`src/rtl/uart_tx_framer.sv`:
```
// uart_tx_framer: serialises one word per valid/ready handshake as start, data (LSB first), parity and stop bits.
module uart_tx_framer #(
  parameter int BAUD_RATE   = 115200,
  parameter int CLK_RATE    = 100000000,
  parameter int WORD_WIDTH  = 8,
  parameter int EVEN_PARITY = 0,
  parameter int STOP_BITS   = 2
) (
  input  logic                  clock,
  input  logic                  rst,
  input  logic [WORD_WIDTH-1:0] tx_data_in,
  input  logic                  tx_data_valid,
  output logic                  tx_ready,
  output logic                  tx_out,
  output logic                  tx_busy
);
  localparam int BAUD_DIV = CLK_RATE / BAUD_RATE;
  localparam int BW = $clog2(BAUD_DIV) + 1;
  localparam int NW = $clog2(WORD_WIDTH) + 1;
  localparam int SW = $clog2(STOP_BITS) + 1;
  typedef enum logic [2:0] {IDLE, START, DATA, PARITY, STOP} state_t;
  state_t r_state, w_next;
  logic [BW-1:0] r_baud;
  logic [NW-1:0] r_bit;
  logic [SW-1:0] r_stop;
  logic [WORD_WIDTH-1:0] r_shreg;
  logic r_par, r_tx, w_tx, w_tick, w_take;
  assign w_tick = r_baud == BW'(BAUD_DIV - 1);
  assign w_take = r_state == IDLE && tx_data_valid;
  always_comb begin
    w_next = r_state;
    case (r_state)
      IDLE:    w_next = tx_data_valid ? START : IDLE;
      START:   w_next = w_tick ? DATA : START;
      DATA:    w_next = (w_tick && r_bit == NW'(WORD_WIDTH - 1)) ? PARITY : DATA;
      PARITY:  w_next = w_tick ? STOP : PARITY;
      STOP:    w_next = (w_tick && r_stop == SW'(STOP_BITS - 1)) ? IDLE : STOP;
      default: w_next = IDLE;
    endcase
    // Line value for the coming cycle, so tx_out itself comes straight from a flop
    w_tx = 1'b1;
    case (w_next)
      START:   w_tx = 1'b0;
      DATA:    w_tx = (r_state == DATA && w_tick) ? r_shreg[1] : r_shreg[0];
      PARITY:  w_tx = r_par;
      default: w_tx = 1'b1;
    endcase
  end
  always_ff @(posedge clock) begin
    if (rst) begin
      r_state <= IDLE;
      r_tx    <= 1'b1;
      r_baud  <= '0;
      r_bit   <= '0;
      r_stop  <= '0;
      r_shreg <= '0;
      r_par   <= 1'b0;
    end else begin
      r_state <= w_next;
      r_tx    <= w_tx;
      r_baud  <= (r_state == IDLE || w_next != r_state || w_tick) ? '0 : r_baud + BW'(1);
      r_bit   <= r_state != DATA ? '0 : r_bit + NW'(w_tick);
      r_stop  <= r_state != STOP ? '0 : r_stop + SW'(w_tick);
      if (w_take) begin
        r_shreg <= tx_data_in;
        r_par   <= EVEN_PARITY != 0 ? ^tx_data_in : ~^tx_data_in;
      end else if (r_state == DATA && w_tick) begin
        r_shreg <= r_shreg >> 1;
      end
    end
  end
  assign tx_out   = r_tx;
  assign tx_ready = r_state == IDLE;
  assign tx_busy  = r_state != IDLE;
endmodule
```
`config.mk`:
```
export PLATFORM = sky130hd
export DESIGN_NAME = uart_tx_framer
export DESIGN_NICKNAME = d
export VERILOG_FILES = /design/src/rtl/uart_tx_framer.sv
export SDC_FILE = /design/constraint.sdc
export NUM_CORES = 1
export LEC_CHECK = 0
export ABC_AREA = 0
export ABC_CLOCK_PERIOD_IN_PS = 2400
export CAP_MARGIN = 25
export CORE_AREA = 8 8 68 82
export CTS_CLUSTER_SIZE = 14
export DETAILED_ROUTE_END_ITERATION = 16
export DIE_AREA = 0 0 76 90
export GPL_TIMING_DRIVEN = 0
export HOLD_SLACK_MARGIN = 0.15
export SLEW_MARGIN = 20
export SYNTH_ARGS = -nofsm -noshare
export SYNTH_HDL_FRONTEND = slang
export SYNTH_SLANG_ARGS = --single-unit
```
`constraint.sdc`:
```
create_clock -name clock -period 2.4 [get_ports clock]
set_clock_uncertainty 0.1 [all_clocks]
set_input_delay 0.48 -clock clock [delete_from_list [all_inputs] [get_ports clock]]
set_output_delay 0.48 -clock clock [all_outputs]
set_load 0.02 [all_outputs]
```
After elaboration in Yosys (flattened, before gate mapping) --
Index checks and enable logic that the tools add are counted. W data, S select, Z words.
Cells by class: add/subtract/negate cells 3, reduce and logical (&&, ||, !) cells 13, eq/ne operators 13, multiplexer cells 10
Operators with widths (count):
- $mux W8 | 2
- $pmux W3 S5 | 1
- $eq A3 B2 Y1 const B | 4
- $add A11 B1 Y11 const B | 1
- $eq A11 B10 Y1 const B | 1
- $reduce_xnor A8 Y1 | 1
- $eq A3 B1 Y1 const B | 2
- $mux W3 | 2
- $reduce_or A2 Y1 | 3
- $add A4 B1 Y4 | 1
- $eq A4 B3 Y1 const B | 1
- $logic_and A1 B1 Y1 | 4
- $eq A3 B3 Y1 const B | 1
- $logic_not A3 Y1 | 1
- $mux W1 | 3
- $ne A3 B2 Y1 const B | 1
- $ne A3 B3 Y1 | 1
- $ne A3 B3 Y1 const B | 1
- $pmux W1 S3 | 1
- $reduce_bool A3 Y1 | 1
- $add A2 B1 Y2 | 1
- $eq A2 B1 Y1 const B | 1
- $logic_or A1 B1 Y1 | 2
- $mux W2 | 1
- $reduce_bool A2 Y1 | 1
Word-level totals: logic and storage cells 46, bits of input ports 11, register bits after elaboration 30, output and inout port bits 3

Longest topological paths before layout --
Gate-level depths: netlist (run 1).
depth after elaboration 8, depth in mapped cells 8, mapped depth without buffers 7

Worst setup path after synthesis (run 1) --
Ideal clock, no wire load.
kind reg2reg, start register r_baud[0], end register r_bit[1], clock period less this slack 1984 ps, stages on the path, launching flop included 8, path buffers 1, data required time 2185 ps, setup time 115 ps, path slack 416 ps, arrival 1768 ps, cell sequence dfxtp_1 ha_1 nor4b_4 and3_4 buf_6 ha_1 ha_1 and3_1
On the way: cells in the longest elaborated chain, start to end 2
Ends and longest elaborated chain:
- from (decl) | RTL line 23 | logic [BW-1:0] r_baud;
- from (signal assigned) | RTL line 61 | r_baud <= (r_state == IDLE || w_next != r_state || w_tick) ? '0 : r_baud + BW'(1);
- $eq A11 B10 Y1 | RTL line 28 | assign w_tick = r_baud == BW'(BAUD_DIV - 1);
- $add A4 B1 Y4 | RTL line 62 | r_bit <= r_state != DATA ? '0 : r_bit + NW'(w_tick);
- to (signal assigned) | RTL line 62
- to (decl) | RTL line 24 | logic [NW-1:0] r_bit;
No other way between the ends. A chain may end at the register's enable or synchronous reset.

Final worst setup path (run 1) --
start register r_state[2], end output tx_ready
On the way: cells in the longest elaborated chain, start to end 1
Ends and longest elaborated chain:
- from (decl) | RTL line 22 | state_t r_state, w_next;
- from (signal assigned) | RTL line 59 | r_state <= w_next;
- $logic_not A3 Y1 | RTL line 73 | assign tx_ready = r_state == IDLE;
- to (decl) | RTL line 13 | output logic tx_ready,
No other way between the ends.

==> results.json, run 1 <==
{
  "top_level_ports": 14,
  "worst_r2r_path_depth": 7,
  "synth-warning-count": 0,
  "synth_largest_area_cell": "sky130_fd_sc_hd__dfxtp_1",
  "worst-endpoint-required_ps": 1820,
  "critical_path.max_fanout": 8,
  "grt_setup_unrepaired": "false",
  "vdd_ir_drop_max_mv": 0.320,
  "grt_remaining_overflow": 0,
  "finalWeightedCongestion": 0.756,
  "post_layout_nonfiller_instances": 232,
  "vias_per_cell": 4.87,
  "syn-mean-instance-area_um2": 9.40,
  "totalNegativeSetupSlack_ps": 0,
  "cp_peak_stage_delay_ps": 660,
  "grt_first_pass_wirelength_um": 5190,
  "critical_path.startpoint": "r_state[2]$_SDFF_PP0_",
  "clk_transition_reported_paths_ps": 60,
  "grt_antenna_before_repair": 0,
  "synth_seq_area_share": 0.418,
  "floorplan.initialDensity": 0.330,
  "route.detailed.drc": 0,
  "drt_first_iter_violations": 65,
  "synth_most_common_cell": "sky130_fd_sc_hd__dfxtp_1",
  "dieArea_um2": 6840,
  "outcome": "completed",
  "cp_slowest_cell": "sky130_fd_sc_hd__clkdlybuf4s50_1",
  "clock.fmax_ghz": 0.451,
  "finalInstanceArea_um2": 1750,
  "insertion_delay_ps": 270,
  "timing.final.max_slew_violations": 0,
  "die_width_um": 76,
  "layout.core_utilization": 0.401,
  "clk_root_buffer_cell": "sky130_fd_sc_hd__clkbuf_8",
  "place.port_buffers": 13,
  "synth.cells.most_frequent": "30 x sky130_fd_sc_hd__dfxtp_1, 25 x sky130_fd_sc_hd__nor2_1, 13 x sky130_fd_sc_hd__nand3_1, 11 x sky130_fd_sc_hd__xnor2_1, 9 x sky130_fd_sc_hd__nand2_1",
  "grt_pass1_vias": 1170,
  "crit-reg2reg-capture": "tx_out$_SDFF_PP1_",
  "core-area_um2": 4360,
  "synth_seq_cells": 30,
  "report.final.hold_viol_count": 0,
  "cts_max_path_buffers": 2,
  "worst_slew_pin_slew_ps": 441,
  "cts-htree-levels": 2,
  "max_cap_violations": 0,
  "diode_insertion_count_for_antenna_repair": 0,
  "crit_path_leading_delay_family": "buffers and inverters",
  "placed_cells_incl_taps": 224,
  "min_delay_path_depth": 2,
  "postSynthNetCount": 168,
  "dpl.hpwl_um": 2070,
  "die_h_um": 90,
  "synth_simple_gate_area_frac": 0.288,
  "tritoncts": "done",
  "number_of_instances_in_the_synthesized_netlist": 153,
  "n_fill_cell": 454,
  "worst_setup_path_end_kind": "output pin",
  "worst_slew_margin_rel": 0.706,
  "ys_async_sr_fraction": 0,
  "multi_input_logic_area_um2": 795,
  "synth_mux_area_frac": 0.0287,
  "area_growth_syn_to_layout_pct": 21.4,
  "r2r_setup_slack_ps": 190,
  "tritoncts.num_buffers": 5,
  "cp_num_cells": 2,
  "cts.sinks": 30,
  "finalSetupViolations": 0,
  "synth_top_flop_cell": "sky130_fd_sc_hd__dfxtp_1",
  "final-seq-area_um2": 601,
  "num_vias": 1130,
  "holdCritPathClass": "flip-flop to flip-flop",
  "postRouteAntennaNets": 0,
  "wl_per_cell_um": 12.3,
  "dpl_cell_area_um2": 1640,
  "r2r-start": "r_baud[0]$_SDFF_PP0_",
  "critical_path_class": "flip-flop to output pin",
  "synth_top_area_frac": 0.418,
  "layout_worst_path_cycle_share": 0.923,
  "critical_path_buf_inv_count": 1,
  "synth_fa_ha_area_frac": 0.0348,
  "leakagePower_nw": 0.658,
  "drive_above_1_share": 0.121,
  "grt_max_degree": 12,
  "worstSetupEndpoint": "tx_ready",
  "detail_route.first_pass.iterations": 4,
  "placement_rows": 27,
  "drt_total_wl_um": 2840,
  "synth_cell_types": 35,
  "grt_use_total": 0.0899,
  "worstPathArrival_ps": 1640,
  "finish.net_count": 188,
  "post_synth_main_area_contributors": "sky130_fd_sc_hd__dfxtp_1 42%, sky130_fd_sc_hd__xnor2_1 6.7%, sky130_fd_sc_hd__nor2_1 6.5%",
  "critical_path.startpoint_type": "flip-flop",
  "post_synth_xor_area_fraction": 0.116,
  "synth-edff-count": 0,
  "cp_cell_sequence": "nor3_4 -> clkdlybuf4s50_1",
  "pwr_density_cell_nw_per_um2": 604,
  "synth_compound_area_frac": 0.0757,
  "holdBufCountCts": 0,
  "largest_family_of_logic_cells_by_synthesized_area": "simple AND/OR/NAND/NOR gates",
  "timing.final.crit_period_ps": 2220,
  "syn-cell-area_um2": 1440,
  "finalPower_mw": 1.05
}
[cells in the final DEF (no fill, tap or decap), types with 2 or more instances in the layout]
cell / n
sky130_fd_sc_hd__a21oi_1: 2
sky130_fd_sc_hd__xor2_1: 8
sky130_fd_sc_hd__nand2_1: 9
sky130_fd_sc_hd__nand4_1: 3
sky130_fd_sc_hd__nor2b_1: 2
sky130_fd_sc_hd__buf_6: 2
sky130_fd_sc_hd__dfxtp_1: 30
sky130_fd_sc_hd__inv_1: 4
sky130_fd_sc_hd__clkbuf_1: 2
sky130_fd_sc_hd__a31oi_1: 2
sky130_fd_sc_hd__ha_1: 3
sky130_fd_sc_hd__nand3_1: 13
sky130_fd_sc_hd__a311oi_1: 6
sky130_fd_sc_hd__clkbuf_8: 6
sky130_fd_sc_hd__clkdlybuf4s50_1: 13
sky130_fd_sc_hd__mux2i_1: 3
sky130_fd_sc_hd__xnor2_1: 11
sky130_fd_sc_hd__nor3b_1: 2
sky130_fd_sc_hd__and2_1: 2
sky130_fd_sc_hd__nor2_1: 25
sky130_fd_sc_hd__and3_1: 5
sky130_fd_sc_hd__buf_2: 3
[cell families (layout without fill, tap and decap cells)]
| kind of cell | after synthesis | in the layout |
|---|---|---|
| adders and majority gates | 4 | 4 |
| xor gates and xnor gates | 19 | 19 |
| DFF | 30 | 30 |
| and+or+nand+nor | 72 | 72 |
| AOI/OAI and AO/OA | 14 | 14 |
| muxes | 4 | 4 |
| buffers and inverters | 10 | 31 |
[stage by stage]
stage                     setup slack, ps  hold WS [ps]
final                                 184           378
after global routing                 13.8           404
after CTS                             102           384
after detailed placement              116           375
after global placement                115           363
after floorplan                       416           348
[cell type report]
cell class | instances | share of cell area
inverters | 4 | 0.00860
flip-flops and latches | 30 | 0.344
clock buffers | 7 | 0.0495
multi-input cells | 113 | 0.455
well taps | 58 | 0.0416
clock inverters | 1 | 0.00287
plain buffers | 6 | 0.0237
repair buffers | 13 | 0.0746
[state kept, by name, summed over array words and instances (netlist names)]
register	cells
r_par	1
r_bit	4
r_shreg	8
r_baud	11
r_state	3
r_stop	2
tx_out	1
[routing by layer]
metal,vias to the layer above,track usage,wire [um]
met1,533,0.104,1330
met2,18,0.150,1400
met3,4,0.0259,81
met4,0,0.0393,24
met5,-,0,0
li1,575,-,-
[worst min-delay path by stage]
stage	from	to	slack, ps
after floorplan	r_shreg[7]$_SDFFE_PP0P_	r_shreg[7]$_SDFFE_PP0P_	350
after global placement	r_shreg[7]$_SDFFE_PP0P_	r_shreg[7]$_SDFFE_PP0P_	360
after detailed placement	r_shreg[3]$_SDFFE_PP0P_	r_shreg[3]$_SDFFE_PP0P_	380
after CTS	r_shreg[3]$_SDFFE_PP0P_	r_shreg[3]$_SDFFE_PP0P_	380
after global routing	r_shreg[7]$_SDFFE_PP0P_	r_shreg[7]$_SDFFE_PP0P_	400
final	r_shreg[7]$_SDFFE_PP0P_	r_shreg[7]$_SDFFE_PP0P_	380
[what timing repair did]
action,CTS,global route
resized for setup,1,2
endpoints found under the setup margin,1,2
buffers inserted,0,0
[tightest hold or removal path: cells and delay by family (launching register included)]
kind,cells,cell delay [ps]
flip-flops,1,310
AND/OR/NAND/NOR,1,60
AO/OA/AOI/OAI,1,60
[report_power, final]
part / leakage [nW] / total, mW / switching (mW) / internal [mW]
combinational: 0.365 / 0.113 / 0.0538 / 0.0595
clock: 0.0482 / 0.412 / 0.181 / 0.231
sequential: 0.244 / 0.529 / 0.0128 / 0.517
(Power assumes the default switching activity.)
==> run 2: changes to the inputs <==
CELL_PAD_IN_SITES_DETAIL_PLACEMENT = 1   (was default)
CELL_PAD_IN_SITES_GLOBAL_PLACEMENT = 1   (was default)
CTS_BUF_LIST = sky130_fd_sc_hd__clkbuf_8   (was default)
PLACE_DENSITY_LB_ADDON = 0.1   (was default)
==> results.json, run 2 (synthesis results as in run 1) <==
{
  "layout_worst_path_cycle_share": 0.939,
  "totalNegativeSetupSlack_ps": 0,
  "grt_setup_unrepaired": "false",
  "final-seq-area_um2": 601,
  "tritoncts": "done",
  "max_cap_violations": 0,
  "reg.largest.list": "r_baud: 11 flops, r_shreg: 8 flops, r_bit: 4 flops",
  "critical_path.startpoint_type": "flip-flop",
  "route.detailed.drc": 0,
  "pwr_density_cell_nw_per_um2": 605,
  "n_fill_cell": 499,
  "dpl_cell_area_um2": 1640,
  "insertion_delay_ps": 280,
  "r2r-start": "r_baud[0]$_SDFF_PP0_",
  "die_width_um": 76,
  "worst_setup_path_end_kind": "output pin",
  "worst-endpoint-required_ps": 1820,
  "cts-htree-levels": 2,
  "grt_antenna_before_repair": 0,
  "worstPathArrival_ps": 1670,
  "core-area_um2": 4360,
  "tritoncts.num_buffers": 5,
  "holdBufCountCts": 0,
  "finalInstanceArea_um2": 1750,
  "final.hold.worst_slack_ps": 385,
  "wl_per_cell_um": 14.8,
  "report.final.hold_viol_count": 0,
  "multi_input_logic_area_um2": 802,
  "timing.final.max_slew_violations": 0,
  "post_layout_nonfiller_instances": 232,
  "area_growth_syn_to_layout_pct": 21.9,
  "diode_insertion_count_for_antenna_repair": 0,
  "floorplan.initialDensity": 0.330,
  "clk_root_buffer_cell": "sky130_fd_sc_hd__clkbuf_8",
  "grt_pass1_vias": 1328,
  "cts_max_path_buffers": 2,
  "registers.top_by_ff_count": "r_baud",
  "drive_above_1_share": 0.132,
  "timing.final.crit_period_ps": 2250,
  "top_level_ports": 14,
  "worst_r2r_path_depth": 6,
  "num_vias": 1164,
  "r2r_setup_slack_ps": 150,
  "finalWeightedCongestion": 0.765,
  "grt_remaining_overflow": 0,
  "vdd_ir_drop_max_mv": 0.256,
  "vias_per_cell": 5.02,
  "die_h_um": 90,
  "fin_ws_ps": 147,
  "largest_reg_flops": 11,
  "cp_peak_stage_delay_ps": 660,
  "drt_total_wl_um": 3430,
  "grt_first_pass_wirelength_um": 6000,
  "grt_use_total": 0.108,
  "cp_cell_sequence": "nor3_4 -> clkdlybuf4s50_1",
  "commonest_cells_after_routing_fill_and_taps_aside": "30 x sky130_fd_sc_hd__dfxtp_1, 25 x sky130_fd_sc_hd__nor2_1, 13 x sky130_fd_sc_hd__nand3_1, 13 x sky130_fd_sc_hd__clkdlybuf4s50_1, 11 x sky130_fd_sc_hd__xnor2_1",
  "drt_first_iter_violations": 23,
  "dpl_worst_slack_ps": 30.7,
  "leakagePower_nw": 0.659,
  "place.port_buffers": 13,
  "postRouteAntennaNets": 0,
  "worstHoldStart": "r_shreg[7]$_SDFFE_PP0P_",
  "outcome": "completed",
  "critical_path.max_fanout": 8,
  "worst_slew_pin_slew_ps": 486,
  "grt_max_degree": 12,
  "placed_cells_incl_taps": 224,
  "clock.fmax_ghz": 0.444,
  "cp_slowest_cell": "sky130_fd_sc_hd__clkdlybuf4s50_1",
  "critical_path_class": "flip-flop to output pin",
  "crit_path_leading_delay_family": "buffers and inverters",
  "dpl.hpwl_um": 2570,
  "min_delay_path_depth": 2,
  "finalSetupViolations": 0,
  "post-cts-setup-buffers": 0,
  "detail_route.first_pass.iterations": 3,
  "worst_slew_margin_rel": 0.676,
  "cts.sinks": 30,
  "clk_transition_reported_paths_ps": 60,
  "placement_rows": 27,
  "crit-reg2reg-capture": "tx_out$_SDFF_PP1_",
  "dieArea_um2": 6840,
  "holdCritPathClass": "flip-flop to flip-flop",
  "finish.net_count": 188,
  "layout_commonest_cell": "sky130_fd_sc_hd__dfxtp_1",
  "critical_path_buf_inv_count": 1,
  "whs_endpoint": "r_shreg[7]$_SDFFE_PP0P_"
}
## run 2: final cells by class
type                       instances  share of cell area
multi-input combinational        113               0.458
sequential                        30               0.343
timing repair buffer              13              0.0742
clock buffer                       6              0.0471
tap                               58              0.0414
buffer                             6              0.0236
inverter                           4             0.00857
clock inverter                     2             0.00500
## run 2: worst register-to-register path, stage by stage, from the launching register on
cell                       delay, ps
sky130_fd_sc_hd__dfxtp_1         430
sky130_fd_sc_hd__ha_2            290
sky130_fd_sc_hd__nor4b_4         320
sky130_fd_sc_hd__nand4_2         340
sky130_fd_sc_hd__mux2i_2         360
sky130_fd_sc_hd__and3_1          230
sky130_fd_sc_hd__o211ai_2         80
## run 2: where the power goes
part	switching, mW	leakage, nW	internal (mW)
clock network	0.185	0.0524	0.227
logic	0.0578	0.362	0.0609
registers	0.0133	0.244	0.517
total	0.256	0.659	0.804
## run 2: worst max path at each step
stage,start,end,slack (ps),cells after the start
floorplan,r_baud[0]$_SDFF_PP0_,r_bit[1]$_SDFF_PP0_,420,7
global placement,r_baud[0]$_SDFF_PP0_,tx_out$_SDFF_PP1_,60,6
detailed placement,r_baud[0]$_SDFF_PP0_,tx_out$_SDFF_PP1_,30,6
CTS,r_baud[0]$_SDFF_PP0_,tx_out$_SDFF_PP1_,20,6
global route,r_baud[0]$_SDFF_PP0_,tx_out$_SDFF_PP1_,20,6
finish,r_state[2]$_SDFF_PP0_,tx_ready,150,2
## run 2: what timing repair did
| item | 4_1_cts | 5_1_grt |
|---|---|---|
| pin swaps | 0 | 0 |
| gates resized for setup | 1 | 4 |
| endpoints found under the setup margin | 2 | 3 |
## run 2: layer usage
layer | wire, um | track usage | vias to the layer above
li1 | - | - | 572
met1 | 1460 | 0.103 | 573
met2 | 1820 | 0.203 | 14
met3 | 107 | 0.0359 | 5
met4 | 43 | 0.0492 | 0
met5 | 0 | 0 | -
## run 2: per-stage QoR
| step | power, mW | util |
|---|---|---|
| 3_3_place_gp | 0.654 | 0.376 |
| 5_1_grt | 1.12 | 0.402 |
| 4_1_cts | 1.08 | 0.399 |
| 6_report | 1.06 | 0.402 |
| 2_1_floorplan | 0.608 | - |
| 3_5_place_dp | 0.657 | 0.376 |
==> RTL edit, RTL diff (config.mk and constraints of run 1) <==
Set the parameter `BAUD_RATE` to 460800 (it was 115200).
--- a/src/rtl/uart_tx_framer.sv
+++ b/src/rtl/uart_tx_framer.sv
@@ -1,5 +1,5 @@
 // uart_tx_framer: serialises one word per valid/ready handshake as start, data (LSB first), parity and stop bits.
 module uart_tx_framer #(
-  parameter int BAUD_RATE   = 115200,
+  parameter int BAUD_RATE   = 460800,
   parameter int CLK_RATE    = 100000000,
   parameter int WORD_WIDTH  = 8,
Function: same outputs for any inputs over 10 cycles, from zero or initial values and one cycle with rst high; that may be too few to reach the edited logic, so the function may still have changed.
==> RTL edit against run 1 <==
- fmax decreased by 2.6%
- area after synthesis is 9.0% lower
- setup slack got worse by 0.059 ns
- sequential power shrank 6.6%
- utilization shrank 4.1 points
- critical endpoint is now tx_busy
- critical path depth up 1
- routed wire length down 12%
- clock power shrank 30%
- synthesized cell count decreased by 7.2%
- power down 16%
- largest cell class unchanged
- sequential cell count fell by 2
- final area fell by 10%
==> RTL edit: results (changes against run 1) <==
| Group | Quantity | Reported | Change |
| --- | --- | --- | --- |
| logic synthesis | Count of distinct cell types in the synthesized netlist | 34 | -2.9% |
| logic synthesis | Gate count of the mapped netlist | 142 | -7.2% |
| outcome | Status | finished clean |  |
| grt | Global-route wire length before repair | 4110 µm | -21% |
| logic synthesis | Mapped Nets | 158 | -6.0% |
| finish | Share of post-route cells with drive strength above 1 | 0.0881 | -0.0326 |
| logic synthesis | Leading cell types by count after synthesis | 28 x sky130_fd_sc_hd__dfxtp_1, 22 x sky130_fd_sc_hd__nor2_1, 14 x sky130_fd_sc_hd__nand3_1, 14 x sky130_fd_sc_hd__xnor2_1, 9 x sky130_fd_sc_hd__nand2_1 |  |
| route | Via density | 4.64 | -4.7% |
| power | Leakage power of the design | 0.000589 µW | -10% |
| logic synthesis | Most area-consuming cells after synthesis | sky130_fd_sc_hd__dfxtp_1 43%, sky130_fd_sc_hd__xnor2_1 9.4%, sky130_fd_sc_hd__nor2_1 6.3% |  |
| finish | Largest registers in the final layout | r_baud: 9 flops, r_shreg: 8 flops, r_bit: 4 flops |  |
| finish | Finished Layout Cells | 217 | -6.5% |
| power | Worst IR Drop VDD | 0.203 mV | -37% |
| critical path | Worst stage delay on the critical path | 0.56 ns | -0.10 ns |
| place | Post-DP HPWL | 1910 µm | -7.7% |
| grt | Number of global-route vias before repair | 941 | -20% |
| logic synthesis | Share of the yosys chip area belonging to registers | 0.428 | +0.0105 |
| route | Iteration-0 DRC count of the detailed router | 40 | -38% |
| finish | Final-stage net count | 176 | -6.4% |
| place | RD Place Congestion | 0.722 | -4.5% |
| sta | Worst rel slew slack | 0.701 | -0.00485 |
| power | Internal power | 684 µW | -15% |
| finish | Number of antenna cells inserted | 0 | unchanged |
| min path | Hold Path Cell Cnt | 1 | -1 |
| grt | Pin count of the biggest net entering global routing | 16 | +4 |
| critical path | Register-to-Register Path Depth | 8 | +1 |
| clocking | Post-cts repair resize count | 0 | -1 |
| route | Post-DR wirelength/cell | 11.5 µm | -6.1% |
| clocking | Number of buffers inserted during clock tree synthesis | 3 | -2 |
| critical path | Crit path arrival time | 1.69 ns | +0.05 ns |
| clocking | CTS H-tree lvls | 1 | -1 |
| grt | Total track usage | 0.0710 | -0.0189 |
| place | Cells after DPL | 213 | -4.9% |
| clocking | Total setup buffers inserted after CTS | 0 | unchanged |
-- RTL edit: changes by cell type in the layout (fill, tap and decap cells not counted), sizes merged, moves of 2 or more --
cell	delta
inv	+5
xor2	-4
buf	-3
clkbuf	-3
nor2	-3
xnor2	+3
and2	-2
and3	-2
dfxtp	-2
nand3	+2
nand4	-2
nor2b	-2
or4b	-2
-- RTL edit: through the flow --
| step | area [µm²] | worst slack, ns | hold slack, ns | util | power (µW) |
|---|---|---|---|---|---|
| after floorplan | 1310 | 0.607 | 0.330 | - | 568 |
| after global placement | 1510 | 0.401 | 0.344 | 0.347 | 614 |
| after detailed placement | 1510 | 0.418 | 0.352 | 0.347 | 615 |
| after CTS | 1570 | 0.106 | 0.375 | 0.359 | 902 |
| after global routing | 1570 | 0.0461 | 0.413 | 0.359 | 930 |
| final | 1570 | 0.125 | 0.370 | 0.359 | 890 |
-- RTL edit: layout make-up --
cell class | count | area share
Tap cell | 58 | 0.0463
Multi-Input combinational cell | 102 | 0.442
Clock buffer | 4 | 0.0351
Inverter | 9 | 0.0232
Sequential cell | 28 | 0.358
Timing Repair Buffer | 13 | 0.0831
Buffer | 3 | 0.0128
-- RTL edit: cell families after synthesis --
kind of cell | count (synthesis) | synth area share
xor+xnor | 18 | 0.120
fa+ha+maj | 5 | 0.0478
mux | 2 | 0.0153
flops | 28 | 0.428
simple gates | 63 | 0.258
buf+inv | 12 | 0.0430
compound gates | 14 | 0.0870
-- RTL edit: layer usage --
layer | part of all wire | up-vias | global-route usage
li1 | - | 533 | -
met1 | 0.44 | 456 | 0.0780
met5 | 0 | - | 0
met4 | 0.014 | 0 | 0.0393
met2 | 0.51 | 16 | 0.125
met3 | 0.032 | 2 | 0.0120
-- RTL edit: power by group through the flow --
stage / combinational [µW] / sequential, µW / clock, µW
after detailed placement: 110 / 505 / 0
after CTS: 110 / 494 / 297
final: 108 / 494 / 288
after floorplan: 64.3 / 504 / 0
after global routing: 119 / 497 / 314
after global placement: 109 / 505 / 0
-- RTL edit: final timing paths --
kind	startpoint	to	slack, ns
min reg2reg	r_baud[0]	r_baud[0]	0.37
max reg2reg	r_baud[0]	tx_out	0.46
min	r_baud[0]	r_baud[0]	0.37
max	r_state[1]	tx_busy	0.13
